<file path="config.mk">
export PLATFORM = sky130hd
export DESIGN_NAME = icb_reg_slave
export DESIGN_NICKNAME = d
export VERILOG_FILES = /design/src/rtl/icb_reg_slave.sv
export SDC_FILE = /design/constraint.sdc
export NUM_CORES = 1
export LEC_CHECK = 0
export ABC_CLOCK_PERIOD_IN_PS = 6500
export BUFFER_PORTS_ARGS = -buffer_cell sky130_fd_sc_hd__buf_2
export CAP_MARGIN = 40
export CELL_PAD_IN_SITES_DETAIL_PLACEMENT = 1
export CELL_PAD_IN_SITES_GLOBAL_PLACEMENT = 1
export CORE_MARGIN = 2
export CORE_UTILIZATION = 43
export CTS_CLUSTER_DIAMETER = 120
export DETAILED_ROUTE_END_ITERATION = 10
export PLACE_DENSITY = 0.89
export SLEW_MARGIN = 20
export SYNTH_ARGS = -nofsm -noshare
export SYNTH_HDL_FRONTEND = slang
export SYNTH_SLANG_ARGS = --single-unit
</file>
<file path="constraint.sdc">
create_clock -name clk -period 6.5 [get_ports clk]
set_input_delay 0.325 -clock clk [delete_from_list [all_inputs] [get_ports clk]]
set_output_delay 0.325 -clock clk [all_outputs]
set_load 0.02 [all_outputs]
</file>
<file path="src/rtl/icb_reg_slave.sv">
// ICB register-bank slave: R/W control registers, read-only status words, error on out-of-range.
// Optional byte write mask on control writes when ICB_SLV_WMASK_EN is defined.
module icb_reg_slave #(
  parameter int              DW       = 32,
  parameter int              AW       = 12,
  parameter int              NUM_CTRL = 8,
  parameter int              NUM_STAT = 4,
  parameter logic [DW-1:0]   CTRL_RST = '0
) (
  input  logic                     clk,
  input  logic                     rst_n,
  input  logic                     i_icb_cmd_valid,
  output logic                     i_icb_cmd_ready,
  input  logic [AW-1:0]            i_icb_cmd_addr,
  input  logic                     i_icb_cmd_read,
  input  logic [DW-1:0]            i_icb_cmd_wdata,
`ifdef ICB_SLV_WMASK_EN
  input  logic [DW/8-1:0]          i_icb_cmd_wmask,
`endif
  output logic                     i_icb_rsp_valid,
  input  logic                     i_icb_rsp_ready,
  output logic [DW-1:0]            i_icb_rsp_rdata,
  output logic                     i_icb_rsp_err,
  output logic [NUM_CTRL*DW-1:0]   ctrl_regs_o,
  input  logic [NUM_STAT*DW-1:0]   status_i,
  output logic [NUM_CTRL-1:0]      wr_pulse_o
);

  if (NUM_CTRL + NUM_STAT > (1 << (AW - 2))) begin : g_bad_cfg
    $error("icb_reg_slave: NUM_CTRL + NUM_STAT exceeds the addressable word range");
  end

  logic                rspValid_q;
  logic [DW-1:0]       rspRdata_q;
  logic                rspErr_q;
  logic [DW-1:0]       ctrl_q [NUM_CTRL];
  logic [NUM_CTRL-1:0] wrPulse_q;

  logic                cmdFire;
  logic                rspFire;
  logic [31:0]         cmdIdx;
  logic                isCtrl;
  logic                isStat;
  logic [DW-1:0]       rspRdata_d;
  logic                rspErr_d;
  logic [NUM_CTRL-1:0] wrHit;
  logic [NUM_CTRL-1:0] wrEn;
  logic [DW-1:0]       bitMask;
  logic                anyByte;
  logic                unused_addrLsb;

  assign unused_addrLsb  = ^i_icb_cmd_addr[1:0];

  // The single response slot frees up in the same cycle it is consumed.
  assign i_icb_cmd_ready = ~rspValid_q | i_icb_rsp_ready;
  assign cmdFire         = i_icb_cmd_valid & i_icb_cmd_ready;
  assign rspFire         = rspValid_q & i_icb_rsp_ready;

  assign cmdIdx = 32'(i_icb_cmd_addr[AW-1:2]);
  assign isCtrl = cmdIdx < 32'(NUM_CTRL);
  assign isStat = (cmdIdx >= 32'(NUM_CTRL)) && (cmdIdx < 32'(NUM_CTRL + NUM_STAT));

`ifdef ICB_SLV_WMASK_EN
  always_comb begin
    bitMask = '0;
    for (int b = 0; b < DW/8; b++) begin
      bitMask[b*8 +: 8] = {8{i_icb_cmd_wmask[b]}};
    end
    anyByte = |i_icb_cmd_wmask;
  end
`else
  assign bitMask = '1;
  assign anyByte = 1'b1;
`endif

  always_comb begin
    rspRdata_d = '0;
    rspErr_d   = 1'b0;
    wrHit      = '0;
    if (isCtrl) begin
      for (int k = 0; k < NUM_CTRL; k++) begin
        if (cmdIdx == 32'(k)) begin
          if (i_icb_cmd_read) begin
            rspRdata_d = ctrl_q[k];
          end else begin
            wrHit[k] = anyByte;
          end
        end
      end
    end else if (isStat) begin
      if (i_icb_cmd_read) begin
        for (int s = 0; s < NUM_STAT; s++) begin
          if (cmdIdx == 32'(NUM_CTRL + s)) begin
            rspRdata_d = status_i[s*DW +: DW];
          end
        end
      end else begin
        rspErr_d = 1'b1;
      end
    end else begin
      rspErr_d = 1'b1;
    end
  end

  assign wrEn = wrHit & {NUM_CTRL{cmdFire}};

  always_ff @(posedge clk or negedge rst_n) begin
    if (!rst_n) begin
      for (int k = 0; k < NUM_CTRL; k++) begin
        ctrl_q[k] <= CTRL_RST;
      end
      wrPulse_q <= '0;
    end else begin
      for (int k = 0; k < NUM_CTRL; k++) begin
        if (wrEn[k]) begin
          ctrl_q[k] <= (ctrl_q[k] & ~bitMask) | (i_icb_cmd_wdata & bitMask);
        end
      end
      wrPulse_q <= wrEn;
    end
  end

  // A new command overwrites the slot even while the old response is leaving.
  always_ff @(posedge clk or negedge rst_n) begin
    if (!rst_n) begin
      rspValid_q <= 1'b0;
      rspRdata_q <= '0;
      rspErr_q   <= 1'b0;
    end else if (cmdFire) begin
      rspValid_q <= 1'b1;
      rspRdata_q <= rspRdata_d;
      rspErr_q   <= rspErr_d;
    end else if (rspFire) begin
      rspValid_q <= 1'b0;
      rspRdata_q <= '0;
      rspErr_q   <= 1'b0;
    end
  end

  always_comb begin
    ctrl_regs_o = '0;
    for (int k = 0; k < NUM_CTRL; k++) begin
      ctrl_regs_o[k*DW +: DW] = ctrl_q[k];
    end
  end

  assign i_icb_rsp_valid = rspValid_q;
  assign i_icb_rsp_rdata = rspRdata_q;
  assign i_icb_rsp_err   = rspErr_q;
  assign wr_pulse_o      = wrPulse_q;

endmodule

</file>
# Yosys cells after proc, flatten, opt, wreduce, memory -nomap -nowiden
# Index checks and enable logic that the tools add are counted.
[word_totals] in_bits=177 ff_bits=298 elab_cells=75 output_inout_bits=299
[classes] bitwise_logic=5 n_reduce_logical=3 n_mux=41 eq_ne=11 magnitude_cmp=3
[ops] operator="$mux W32" count=26
[ops] operator="$eq A10 B3 Y1 const B" count=4
[ops] operator="$eq A10 B4 Y1 const B" count=4
[ops] operator="$logic_not A32 Y1" count=1
[ops] operator="$eq A10 B2 Y1 const B" count=2
[ops] operator="$lt A10 B4 Y1 const B" count=2
[ops] operator="$mux W1" count=14
[ops] operator="$eq A10 B1 Y1 const B" count=1
[ops] operator="$ge A10 B4 Y1 const B" count=1
[ops] operator="$and A8 B8 Y8" count=1
[ops] operator="$mux W8" count=1
[ops] operator="$and A1 B1 Y1" count=2
[ops] operator="$reduce_bool A2 Y1" count=1
[ops] operator="$logic_and A1 B1 Y1" count=1
[ops] operator="$not A1 Y1" count=1
[ops] operator="$or A1 B1 Y1" count=1

# Depth between registers and ports, before layout
# Gate-level depths: netlist of the first run.
[depth] ltp_word=19 depth_mapped=9 depth_no_buf=6

# Worst setup path after synthesis of the first run
# Ideal clock, no wire load.
[synth_path] path_kind="input to register" start="input i_icb_cmd_addr[7]" end="register ctrl_q, in the netlist ctrl_regs_o[10]" required_time_ns=6.375 stages=7 n_path_buf=2 slack_ns=3.950 arrival_ns=2.426 setup_ns=0.125 path_cell_list="or4_4 -> nor4_4 -> nand2_1 -> buf_6 -> nor4_4 -> buf_6 -> mux2_2"
[synth_between] elab_chain_cells=4 word_cells_on_any_way=5 classes_between="1 x order compare; 2 x mux; 1 x bitwise; 1 x reduce/logical"
[synth_rtl] item="start, declared" line_no="14" source="input logic [AW-1:0] i_icb_cmd_addr,"
[synth_rtl] item="branches (longest 2 deep; another with $lt A10 B4 Y1)"
[synth_rtl] item="$mux W8 (*)" line_no="80" source="if (isCtrl) begin"
[synth_rtl] item="$and A8 B8 Y8 (*)" line_no="105" source="assign wrEn = wrHit & {NUM_CTRL{cmdFire}};"
[synth_rtl] item="end signal, assigned by index" line_no="116" source="ctrl_q[k] <= (ctrl_q[k] & ~bitMask) | (i_icb_cmd_wdata & bitMask);"
[synth_rtl] item="end, declared" line_no="36" source="logic [DW-1:0] ctrl_q [NUM_CTRL];"
# Mark *: on every way between the ends.
# A chain may end at the register's enable or synchronous reset.

# Worst setup path after layout of the first run
[layout_path] start="input i_icb_cmd_addr[5]" end="register ctrl_q, in the netlist ctrl_regs_o[115]"
[layout_between] elab_chain_cells=4 word_cells_on_any_way=5 classes_between="1 x order compare; 1 x eq/ne; 2 x mux; 1 x bitwise"
[layout_rtl] item="branches (longest 2 deep; another with $lt A10 B4 Y1)"
[layout_rtl] item="$mux W8 (*)" line_no="80"
[layout_rtl] item="$and A8 B8 Y8 (*)" line_no="105"
# Marked as above.

==> results of run 1 <==
[routing by layer]
metal,part of all wire (%),up-vias
met5,0,-
met4,4.5,0
met3,9.2,161
met2,47,780
met1,39,6955
li1,-,5592
[path summary, 6_finish.rpt]
| kind | start | end | slack, ns |
|---|---|---|---|
| min | i_icb_cmd_wdata[2] | ctrl_regs_o[2]$_DFFE_PN0P_ | 0.16 |
| max in group asynchronous | rst_n | ctrl_regs_o[210]$_DFFE_PN0P_ | 4.39 |
| min in group asynchronous | rst_n | ctrl_regs_o[85]$_DFFE_PN0P_ | 0.46 |
| max | i_icb_cmd_addr[5] | ctrl_regs_o[115]$_DFFE_PN0P_ | 3.16 |
| min reg2reg | i_icb_rsp_rdata[31]$_DFFE_PN0P_ | i_icb_rsp_rdata[31]$_DFFE_PN0P_ | 0.50 |
| max reg2reg | i_icb_rsp_valid$_DFFE_PN0P_ | ctrl_regs_o[115]$_DFFE_PN0P_ | 3.36 |
[final cells by class]
| type | instances | area, um^2 | area share (%) |
|---|---|---|---|
| sequential | 298 | 7457 | 39.04 |
| multi-input combinational | 810 | 7132 | 37.34 |
| timing repair buffer | 511 | 2703 | 14.15 |
| clock buffer | 50 | 1002 | 5.247 |
| tap | 455 | 569.3 | 2.981 |
| clock inverter | 12 | 141.4 | 0.7403 |
| inverter | 22 | 82.58 | 0.4324 |
| antenna | 5 | 12.51 | 0.06551 |
[worst reg2reg max path, stage by stage, from the launching register on]
cell and delay (ns):
dfrtp_1 0.47, nor2b_1 0.27, nor4_4 0.23, nand2_1 0.34, nor3_4 0.84, buf_4 0.48, mux2_2 0.40
[sequential cells by signal (all words and copies together), names as in the netlist]
signal and flops:
i_icb_rsp_valid 1, i_icb_rsp_err 1, wr_pulse_o 8, i_icb_rsp_rdata 32, ctrl_regs_o 256
[cell usage in the layout, fill, tap and decap left out, types with 7 or more instances in the layout]
cell type  netlist  layout
a211o_1         11      11
a211oi_1        18      18
a21oi_1         70      70
a221oi_1        24      24
a22o_1          20      20
a22oi_1         13      13
a31oi_1         13      13
buf_2           19     474
buf_4            3      27
clkbuf_1        58       8
clkbuf_16        0      35
clkbuf_8         0       7
clkinv_2         0       7
dfrtp_1        298     298
inv_1           21      21
mux2_1          11      11
mux2_2         261     261
mux2i_1         27      26
mux4_2          29      29
nand2_1         23      23
nand2b_1        10      10
nor2_1          37      37
nor2b_1         24      22
nor3_1          10       9
nor4_1          11      10
o211ai_1        12      12
o21ai_0         63      63
o21bai_1        10      10
o221ai_1        12      12
o22ai_1         11      11
o31ai_1          9       9
o32ai_1         10      10
[repair_timing]
| action | 4_1_cts | 5_1_grt |
|---|---|---|
| hold buffers | 1 | 0 |
| endpoints found under the hold margin | 102 | 0 |
| buffers inserted | 0 | 0 |
[metrics by stage]
step	total power [mW]	hold WS, ns	instance area [um^2]	util, %
floorplan	2.039	0.02941	15030	-
global placement	2.212	0.4639	17840	51.78
detailed placement	2.222	0.4885	17910	51.97
CTS	4.205	0.1393	19060	55.32
global route	4.302	0.1569	19100	55.42
finish	4.188	0.1582	19100	55.43
[report_power, final]
group	internal (mW)	total, mW	leakage, nW	switching [mW]
sequential	1.86	1.86	4.16	0.00393
combinational	0.111	0.332	5.34	0.221
clock	1.19	1.99	0.566	0.800
total	3.16	4.19	10.1	1.02
[cell families (layout without fill, tap and decap cells)]
family / after synthesis / count (layout) / synth area share (%)
DFF: 298 / 298 / 49.60
muxes: 328 / 328 / 26.51
AOI/OAI and AO/OA: 314 / 314 / 14.02
buffers and inverters: 119 / 595 / 3.404
other: 0 / 5 / 0
and+or+nand+nor: 168 / 168 / 6.458
==> key figures, run 1 <==
Worst hold path
  • Hold Path Depth: 2
  • Class of the worst hold path: in2reg

Yosys
  • Yosys warning total: 0
  • Seq/Total Area, Yosys: 49.60%
  • Synth Net Count: between 1,000 and 1,500
  • Most frequent cell after synthesis: dfrtp_1
  • Syn Inst Count: 1,227
  • Synth unique cells: 61
  • Number of synthesized register bits: 298
  • Synth area leader: dfrtp_1
  • Synth area leaders: dfrtp_1 (50%), mux2_2 (20%), mux4_2 (4.3%), a21oi_1 (2.3%), o21ai_0 (2.1%)
  • Top FF cell, synth: dfrtp_1
  • Async SR Flop Fraction: 100.0%
  • Commonest cells post-synth: dfrtp_1 (298), mux2_2 (261), a21oi_1 (70)
  • Post-Syn Area: 0.01503 mm^2
  • Post-synth EDFFs: 0
  • Syn avg cell area: approximately 12 um^2
  • Top cell type's share of synthesized area: 49.60%

Route
  • Vias per cell: 6.236
  • Initial drt markers: ~1,100
  • DRT Pass-1 Iters: 5
  • Total Wirelength: approximately 64 mm
  • Routed WL per cell: 29.63 um
  • DRC violation count after routing: 0
  • Vias: 13,490
  • Post-route ant nets: 0

STA
  • Max_slew headroom: 31.48%
  • Worst-margin pin slew: 1.028 ns
  • Peak Freq: 0.2990 GHz
  • RSZ-0062 raised after global routing: no
  • Post-route clock period utilization: between 50% and 60%
  • Final Hold Violating Endpoints: 0
  • Final TNS setup: 0 ns
  • # setup viols final: 0
  • Clk_skew: 0.01297 ns
  • PnR worst setup slack: roughly 3.2 ns
  • Final worst path period need: between 3 and 4 ns
  • Max Slew Vio Count: 0

Critical path
  • Critical Path Start Type: input port
  • Worst path buffer plus inverter count: 2
  • Arrival time worst endpoint: roughly 3.7 ns
  • Levels on crit path: 6
  • Top delay family on crit path: simple AND/OR/NAND/NOR gates
  • CP max stage delay: 0.92 ns
  • Critical path required time: 6.89 ns
  • Reg2reg path depth: 6
  • Critical path class: in2reg
  • Worst Path Max Fanout: 32
  • Critical Path Sink Type: register
  • Slowest CP cell: nor3_4
  • Worst-path cell chain: buf_2 > nor4_1 > nand2_1 > nor3_4 > buf_4 > mux2_2

Global route
  • Initial antenna violation count: 6
  • M2 GR Usage: 55.45%
  • Vias in the first global route: around 14,000
  • Total track usage: 34.57%
  • Gr ovfl total: 0
  • Global Route met3 Usage: 8.610%
  • Top Usage Layer GRT: met2
  • Largest net degree at the start of global routing: about 180
  • Met1 usage: 44.35%
  • First-pass GRT wire length: 93.66 mm

Status
  • Status: complete, no violations

Die
  • Die width: approximately 190 um
  • # rows: 68
  • # IOs: 476
  • Core Region: 0.03446 mm^2
  • Die area: approximately 0.036 mm^2
  • Initial core utilization: 43.63%
  • Die Height: about 190 um

Layout
  • Proportion of layout cells with a drive suffix above 1: 51.38%
  • Nets: 1,855
  • # fillers: 3,730
  • Area Growth Syn to Fin: 27.04%
  • Non-filler cells, final: 2,163

Placement
  • Placed Instances: 2,092
  • IO buf count: ~470
  • DP Wirelength: 44.90 mm
  • GP Congestion: 0.8702
  • Pre-CTS setup slack: ~2.8 ns

Clock tree
  • CTS resizes: 0
  • Clk buf depth: 3
  • Clk_lat worst skew: 0.51 ns
  • CTS Buf Count: 35
  • CTS clk-pin slew, worst paths: 0.06 ns
  • Sink Count: 298
  • TritonCTS clock tree: yes
  • H-tree depth: 2
  • Root buf cell: clkbuf_16

Pwr
  • Lkg Pwr: 10.07 nW
  • Worst IR Drop VDD: 220.3 uV
  • Pwr dens: 219.3 mW/mm^2

Run
  • Max cap viols: 0
Note: power is estimated with default switching activity, not from simulation.
==> inputs of run 2 (changes only) <==
--- a/config.mk
+++ b/config.mk
@@ -5,16 +5,16 @@
 export SDC_FILE = /design/constraint.sdc
 export NUM_CORES = 1
 export LEC_CHECK = 0
-export ABC_CLOCK_PERIOD_IN_PS = 6500
+export ABC_CLOCK_PERIOD_IN_PS = 3200
 export BUFFER_PORTS_ARGS = -buffer_cell sky130_fd_sc_hd__buf_2
 export CAP_MARGIN = 40
 export CELL_PAD_IN_SITES_DETAIL_PLACEMENT = 1
 export CELL_PAD_IN_SITES_GLOBAL_PLACEMENT = 1
 export CORE_MARGIN = 2
-export CORE_UTILIZATION = 43
+export CORE_UTILIZATION = 40
 export CTS_CLUSTER_DIAMETER = 120
 export DETAILED_ROUTE_END_ITERATION = 10
-export PLACE_DENSITY = 0.89
+export PLACE_DENSITY = 0.84
 export SLEW_MARGIN = 20
 export SYNTH_ARGS = -nofsm -noshare
 export SYNTH_HDL_FRONTEND = slang
==> constraint.sdc (replaced) <==
create_clock -name clk -period 3.2 [get_ports clk]
set_input_delay 0.16 -clock clk [delete_from_list [all_inputs] [get_ports clk]]
set_output_delay 0.16 -clock clk [all_outputs]
set_load 0.02 [all_outputs]
==> run 2 against run 1 <==
Against the previous run: largest cell class unchanged; critical path type is now reg2reg; total power increased by 100%; sequential cell count unchanged; clock power increased by 100%; register-to-register slack got worse by 2.7 ns; routed wire length increased by 1.2%; highest routed layer is now met5.
==> key figures, run 2 (synthesis results as in run 1) <==
Placement
  • GP Congestion: 0.8899 (+2.3%)
  • IO buf count: 473 (unchanged)
  • DP Wirelength: 46.57 mm (+3.7%)
  • Pre-CTS setup slack: 0.5566 ns (-2.209 ns)

Critical path
  • Arrival time worst endpoint: 2.99 ns (-0.75 ns)
  • CP max stage delay: 0.67 ns (-0.25 ns)
  • Critical path class: reg2reg
  • Most used cell, CP: o21ai_0
  • Worst r2r src: i_icb_rsp_valid$_DFFE_PN0P_
  • Worst-path cell chain: nor2b_1 > inv_1 > nand4_1 > nor2_1 > o21ai_0 > o21ai_0
  • Worst Path Max Fanout: 10 (-69%)
  • Critical path required time: 3.62 ns (-3.27 ns)
  • Slowest CP cell: nor2_1
  • CP Launch Point: i_icb_rsp_valid$_DFFE_PN0P_
  • Critical Path Sink Type: register
  • Critical Path Start Type: register

Global route
  • Largest net degree at the start of global routing: 91 (-48%)
  • Met1 usage: 42.38% (-2.0 points)
  • Vias in the first global route: 14,320 (+1.4%)
  • Total track usage: 32.63% (-1.9 points)
  • First-pass GRT wire length: 94.53 mm (+0.93%)
  • M2 GR Usage: 52.30% (-3.2 points)
  • Global Route met3 Usage: 7.580% (-1.0 points)
  • Top Usage Layer GRT: met2
  • Initial antenna violation count: 6 (unchanged)
  • Gr ovfl total: 0 (unchanged)

Clock tree
  • CTS Buf Count: 34 (-2.9%)
  • CTS clk-pin slew, worst paths: 0.06 ns (about the same)
  • Clk buf depth: 3 (unchanged)
  • # Post-CTS Setup Buffers: 0 (unchanged)
  • TritonCTS clock tree: yes
  • Sink Count: 298 (unchanged)
  • H-tree depth: 2 (unchanged)
  • Root buf cell: clkbuf_16
  • Clk_lat worst skew: 0.52 ns (about the same)

Layout
  • # fillers: 4,008 (+7.5%)
  • Max reg flops: 256 (unchanged)
  • Nets: 1,898 (+2.3%)
  • Area of the multi-input gates: 0.007132 mm^2 (unchanged)
  • Commonest non-fill, non-tap cell in the layout: buf_2
  • Register area: 0.007457 mm^2 (unchanged)
  • Most frequent cells in the layout: buf_2 (470), dfrtp_1 (298), mux2_2 (261), a21oi_1 (70), o21ai_0 (63)
  • Area Growth Syn to Fin: 30.20%
  • Proportion of layout cells with a drive suffix above 1: 51.66% (+0.28 points)

Route
  • Routed WL per cell: 29.23 um (-1.3%)
  • Post-route ant nets: 0 (unchanged)
  • Total Wirelength: 64.86 mm (+1.2%)
  • DRC violation count after routing: 0 (unchanged)
  • DRT Pass-1 Iters: 5 (unchanged)
  • Initial drt markers: 926 (-13%)
  • Vias per cell: 6.050 (-3.0%)
  • Vias: 13,420 (-0.47%)

Die
  • Die width: 197.9 um (+3.6%)
  • Die area: 0.03915 mm^2 (+7.3%)
  • Die Height: 197.9 um (+3.6%)
  • Core Region: 0.03731 mm^2 (+8.3%)
  • Initial core utilization: 40.30% (-3.3 points)
  • # rows: 71 (+4.4%)
  • # IOs: 476 (unchanged)

STA
  • Clk_skew: 0.01577 ns (+0.002802 ns)
  • Post-route clock period utilization: 80.18%
  • Peak Freq: roughly 0.39 GHz
  • RSZ-0062 raised after global routing: no
  • # setup viols final: 0 (unchanged)
  • PnR worst setup slack: 0.6343 ns (-2.521 ns)
  • Final Hold Violating Endpoints: 0 (unchanged)
  • Worst-margin pin slew: 0.9414 ns (-0.08641 ns)
  • Final worst path period need: 2.566 ns
  • Max_slew headroom: 36.70% (+5.2 points)
  • Final TNS setup: 0 ns (unchanged)
  • Max Slew Vio Count: 0 (unchanged)

Run
  • Max cap viols: 0 (unchanged)

Worst hold path
  • Class of the worst hold path: in2reg
  • Min-delay src: i_icb_rsp_ready

Pwr
  • Lkg Pwr: 10.30 nW (+2.3%)
  • Pwr dens: 436.2 mW/mm^2 (+99%)
  • Worst IR Drop VDD: 396.6 uV (+80%)

Status
  • Status: complete, no violations
[run 2: worst paths after layout]
kind	endpoint	slack, ns	cells past startpoint
max	i_icb_rsp_rdata[3]$_DFFE_PN0P_	0.63	6
min	i_icb_rsp_err$_DFFE_PN0P_	0.02	3
max reg2reg	i_icb_rsp_rdata[3]$_DFFE_PN0P_	0.63	6
min reg2reg	i_icb_rsp_rdata[31]$_DFFE_PN0P_	0.50	2
max in group asynchronous	ctrl_regs_o[131]$_DFFE_PN0P_	2.01	3
min in group asynchronous	ctrl_regs_o[21]$_DFFE_PN0P_	0.24	2
[run 2: per-layer routing]
| layer | wire [um] | vias up | part of all wire, % |
|---|---|---|---|
| met5 | 28 | - | 0.043 |
| met3 | 5256 | 176 | 8.1 |
| met2 | 30390 | 691 | 47 |
| met4 | 2905 | 4 | 4.5 |
| li1 | - | 5666 | - |
| met1 | 26280 | 6887 | 41 |
[run 2: cell type report]
| type | count | share of cell area, % |
|---|---|---|
| Sequential cell | 298 | 38.10 |
| Multi-Input combinational cell | 810 | 36.43 |
| Timing Repair Buffer | 555 | 16.08 |
| Clock buffer | 51 | 5.446 |
| Tap cell | 474 | 3.030 |
| Clock inverter | 6 | 0.4602 |
| Inverter | 22 | 0.4219 |
| Antenna cell | 3 | 0.03835 |
[run 2: repair_timing]
item	CTS	global route
resized for setup	0	0
endpoints found under the hold margin	212	0
hold buffers	21	0
[run 2: through the flow]
| step | hold slack, ns | area (um^2) | std cells | util [%] | power (mW) |
|---|---|---|---|---|---|
| floorplan | -0.1356 | 15030 | 1227 | - | 4.141 |
| global placement | 0.2200 | 18170 | 2136 | 48.71 | 4.516 |
| detailed placement | 0.2238 | 18200 | 2138 | 48.78 | 4.535 |
| CTS | 0.001256 | 19570 | 2216 | 52.44 | 8.586 |
| global route | 0.02786 | 19580 | 2219 | 52.46 | 8.788 |
| finish | 0.02325 | 19580 | 2219 | 52.46 | 8.539 |
[run 2: report_power, final]
part	internal, mW	switching [mW]	total, mW	leakage (nW)
registers	3.78	0.00829	3.78	4.16
clock network	2.46	1.59	4.04	0.570
logic	0.257	0.454	0.711	5.57
[run 2: critical path, delay by kind of cell, from the launching register on]
family | cells | cell delay (ns)
compound gates | 2 | 0.46
simple gates | 3 | 1.38
flops | 1 | 0.47
buf+inv | 1 | 0.16
==> inputs of run 3 (changes only) <==
--- a/config.mk
+++ b/config.mk
@@ -5,7 +5,7 @@
 export SDC_FILE = /design/constraint.sdc
 export NUM_CORES = 1
 export LEC_CHECK = 0
-export ABC_CLOCK_PERIOD_IN_PS = 3200
+export ABC_CLOCK_PERIOD_IN_PS = 2640
 export BUFFER_PORTS_ARGS = -buffer_cell sky130_fd_sc_hd__buf_2
 export CAP_MARGIN = 40
 export CELL_PAD_IN_SITES_DETAIL_PLACEMENT = 1
==> constraint.sdc (replaced) <==
create_clock -name clk -period 2.64 [get_ports clk]
set_input_delay 0.132 -clock clk [delete_from_list [all_inputs] [get_ports clk]]
set_output_delay 0.132 -clock clk [all_outputs]
set_load 0.02 [all_outputs]
==> run 3 against run 2 <==
Against the previous run: die area unchanged; design area up 2.7%; hold slack improved by 0.013 ns; highest routed layer unchanged; largest cell class unchanged.
==> key figures, run 3 (synthesis results as in run 1) <==
Clock tree
  • TritonCTS clock tree: yes
  • Clk_lat worst skew: 0.54 ns (+0.02 ns)
  • CTS resizes: 0 (unchanged)
  • H-tree depth: 2 (unchanged)
  • Root buf cell: clkbuf_16
  • Hold_buf cts: 32 (+52%)
  • CTS clk-pin slew, worst paths: 0.06 ns (about the same)
  • Clk buf depth: 3 (unchanged)
  • # Post-CTS Setup Buffers: 0 (unchanged)
  • CTS Buf Count: 35 (+2.9%)
  • Sink Count: 298 (unchanged)

Layout
  • Fin util: 53.86% (+1.4 points)
  • Area Growth Syn to Fin: 33.66%
  • Most frequent cells in the layout: buf_2 (470), dfrtp_1 (298), mux2_2 (261), a21oi_1 (70), o21ai_0 (63)
  • Proportion of layout cells with a drive suffix above 1: 51.94% (+0.27 points)
  • Nets: 1,929 (+1.6%)
  • # fillers: 4,022 (+0.35%)
  • Commonest non-fill, non-tap cell in the layout: buf_2
  • Max reg flops: 256 (unchanged)

STA
  • Post-route clock period utilization: 87.27% (+7.1 points)
  • Peak Freq: 0.4340 GHz (+11%)
  • Worst-margin pin slew: 0.7954 ns (-0.1461 ns)
  • Max Slew Vio Count: 0 (unchanged)
  • Clk_skew: 0.01350 ns (-0.002271 ns)
  • Min Hold Slack: 0.03580 ns (+0.01256 ns)
  • Final worst path period need: 2.304 ns (-0.2617 ns)
  • Final TNS setup: 0 ns (unchanged)
  • Final Hold Violating Endpoints: 0 (unchanged)
  • Max_slew headroom: 46.98% (+10 points)
  • RSZ-0062 raised after global routing: no
  • # setup viols final: 0 (unchanged)

Global route
  • Gr ovfl total: 0 (unchanged)
  • Initial antenna violation count: 8 (+2)
  • Total track usage: 33.82% (+1.2 points)
  • First-pass GRT wire length: 98.15 mm (+3.8%)
  • Vias in the first global route: 14,870 (+3.8%)
  • Largest net degree at the start of global routing: 86 (-5.5%)

Critical path
  • Worst-path cell chain: nor2b_1 > nor4_4 > nand2_1 > buf_12 > nor4_4 > buf_12 > mux2_1
  • Reg2reg path depth: 7 (+1)
  • Reg2Reg Capture Point: ctrl_regs_o[2]$_DFFE_PN0P_
  • Worst path buffer plus inverter count: 2 (+1)
  • Levels on crit path: 7 (+1)
  • Slowest CP cell: dfrtp_1
  • CP Launch Point: i_icb_rsp_valid$_DFFE_PN0P_
  • Critical Path Sink Type: register
  • CP max stage delay: 0.47 ns (-0.20 ns)
  • Worst setup path end: ctrl_regs_o[2]$_DFFE_PN0P_
  • Top delay family on crit path: simple AND/OR/NAND/NOR gates
  • Arrival time worst endpoint: 2.71 ns (-0.28 ns)
  • Worst r2r src: i_icb_rsp_valid$_DFFE_PN0P_
  • Worst Path Max Fanout: 33 (+23)
  • Critical path required time: 3.04 ns (-0.58 ns)
  • Critical path class: reg2reg
  • Reg-to-reg slack, setup: 0.34 ns (-0.30 ns)
  • Critical Path Start Type: register

Pwr
  • Pwr dens: 536.7 mW/mm^2 (+23%)
  • Lkg Pwr: 10.53 nW (+2.3%)
  • Worst IR Drop VDD: 490.7 uV (+24%)

Die
  • Die width: 197.9 um (unchanged)
  • Die Height: 197.9 um (unchanged)
  • # rows: 71 (unchanged)
  • # IOs: 476 (unchanged)
  • Die area: 0.03915 mm^2 (unchanged)
  • Core Region: 0.03731 mm^2 (unchanged)
  • Initial core utilization: 40.30% (unchanged)

Route
  • Vias: 13,800 (+2.8%)
  • DRC violation count after routing: 0 (unchanged)
  • Post-route ant nets: 0 (unchanged)
  • Routed WL per cell: 29.68 um (+1.5%)
  • Vias per cell: 6.110 (+1.0%)
  • Total Wirelength: 67.04 mm (+3.4%)
  • DRT Pass-1 Iters: 5 (unchanged)
  • Initial drt markers: 833 (-10%)

Status
  • Status: complete, no violations

Placement
  • DP Wirelength: 46.93 mm (+0.78%)
  • GP Congestion: 0.9162 (+3.0%)
  • IO buf count: 473 (unchanged)

Worst hold path
  • Class of the worst hold path: in2reg

Run
  • Max cap viols: 0 (unchanged)
-- run 3: final cells by class --
cell class | count | area [um^2] | share of cell area (%)
tap | 474 | 593.1 | 2.951
antenna | 6 | 15.01 | 0.07472
clock inverter | 13 | 200.2 | 0.9962
sequential | 298 | 7457 | 37.11
inverter | 22 | 82.58 | 0.4109
multi-input combinational | 810 | 7132 | 35.49
clock buffer | 51 | 1057 | 5.261
timing repair buffer | 585 | 3558 | 17.71
-- run 3: worst min path at each step --
stage / from / endpoint / depth (start not counted)
after detailed placement: rst_n / ctrl_regs_o[79]$_DFFE_PN0P_ / 1
final: i_icb_cmd_wdata[5] / ctrl_regs_o[197]$_DFFE_PN0P_ / 2
after global routing: i_icb_cmd_wdata[4] / ctrl_regs_o[164]$_DFFE_PN0P_ / 2
after global placement: rst_n / ctrl_regs_o[88]$_DFFE_PN0P_ / 1
after CTS: i_icb_cmd_wdata[4] / ctrl_regs_o[196]$_DFFE_PN0P_ / 2
after floorplan: rst_n / ctrl_regs_o[0]$_DFFE_PN0P_ / 0
-- run 3: report_power, final --
group          internal [mW]  leakage (nW)  total, mW  switching [mW]
logic                  0.344          5.76      0.916           0.572
registers               4.58          4.16       4.59         0.00959
clock network           3.20         0.616       5.28            2.08
-- run 3: worst reg2reg max path, stage by stage, from the launching register on --
cell and delay, ns:
dfrtp_1 0.47, nor2b_1 0.22, nor4_4 0.17, nand2_1 0.14, buf_12 0.18, nor4_4 0.27, buf_12 0.32, mux2_1 0.41
-- run 3: per-layer routing --
| layer | global-route usage, % | vias to the layer above | share of wire, % |
|---|---|---|---|
| li1 | - | 5748 | - |
| met1 | 42.66 | 7108 | 40 |
| met2 | 55.16 | 767 | 47 |
| met3 | 8.244 | 178 | 8.1 |
| met4 | 15.26 | 2 | 4.5 |
| met5 | 0 | - | 0.027 |
-- run 3: through the flow --
step	setup WS, ns	power, mW	cell area (um^2)	instances
after global routing	0.2749	11.07	20090	2257
after floorplan	0.2826	5.019	15030	1227
after detailed placement	0.07435	5.525	18500	2157
final	0.3360	10.78	20100	2259
after CTS	0.3590	10.84	20080	2253
after global placement	0.1268	5.500	18490	2156
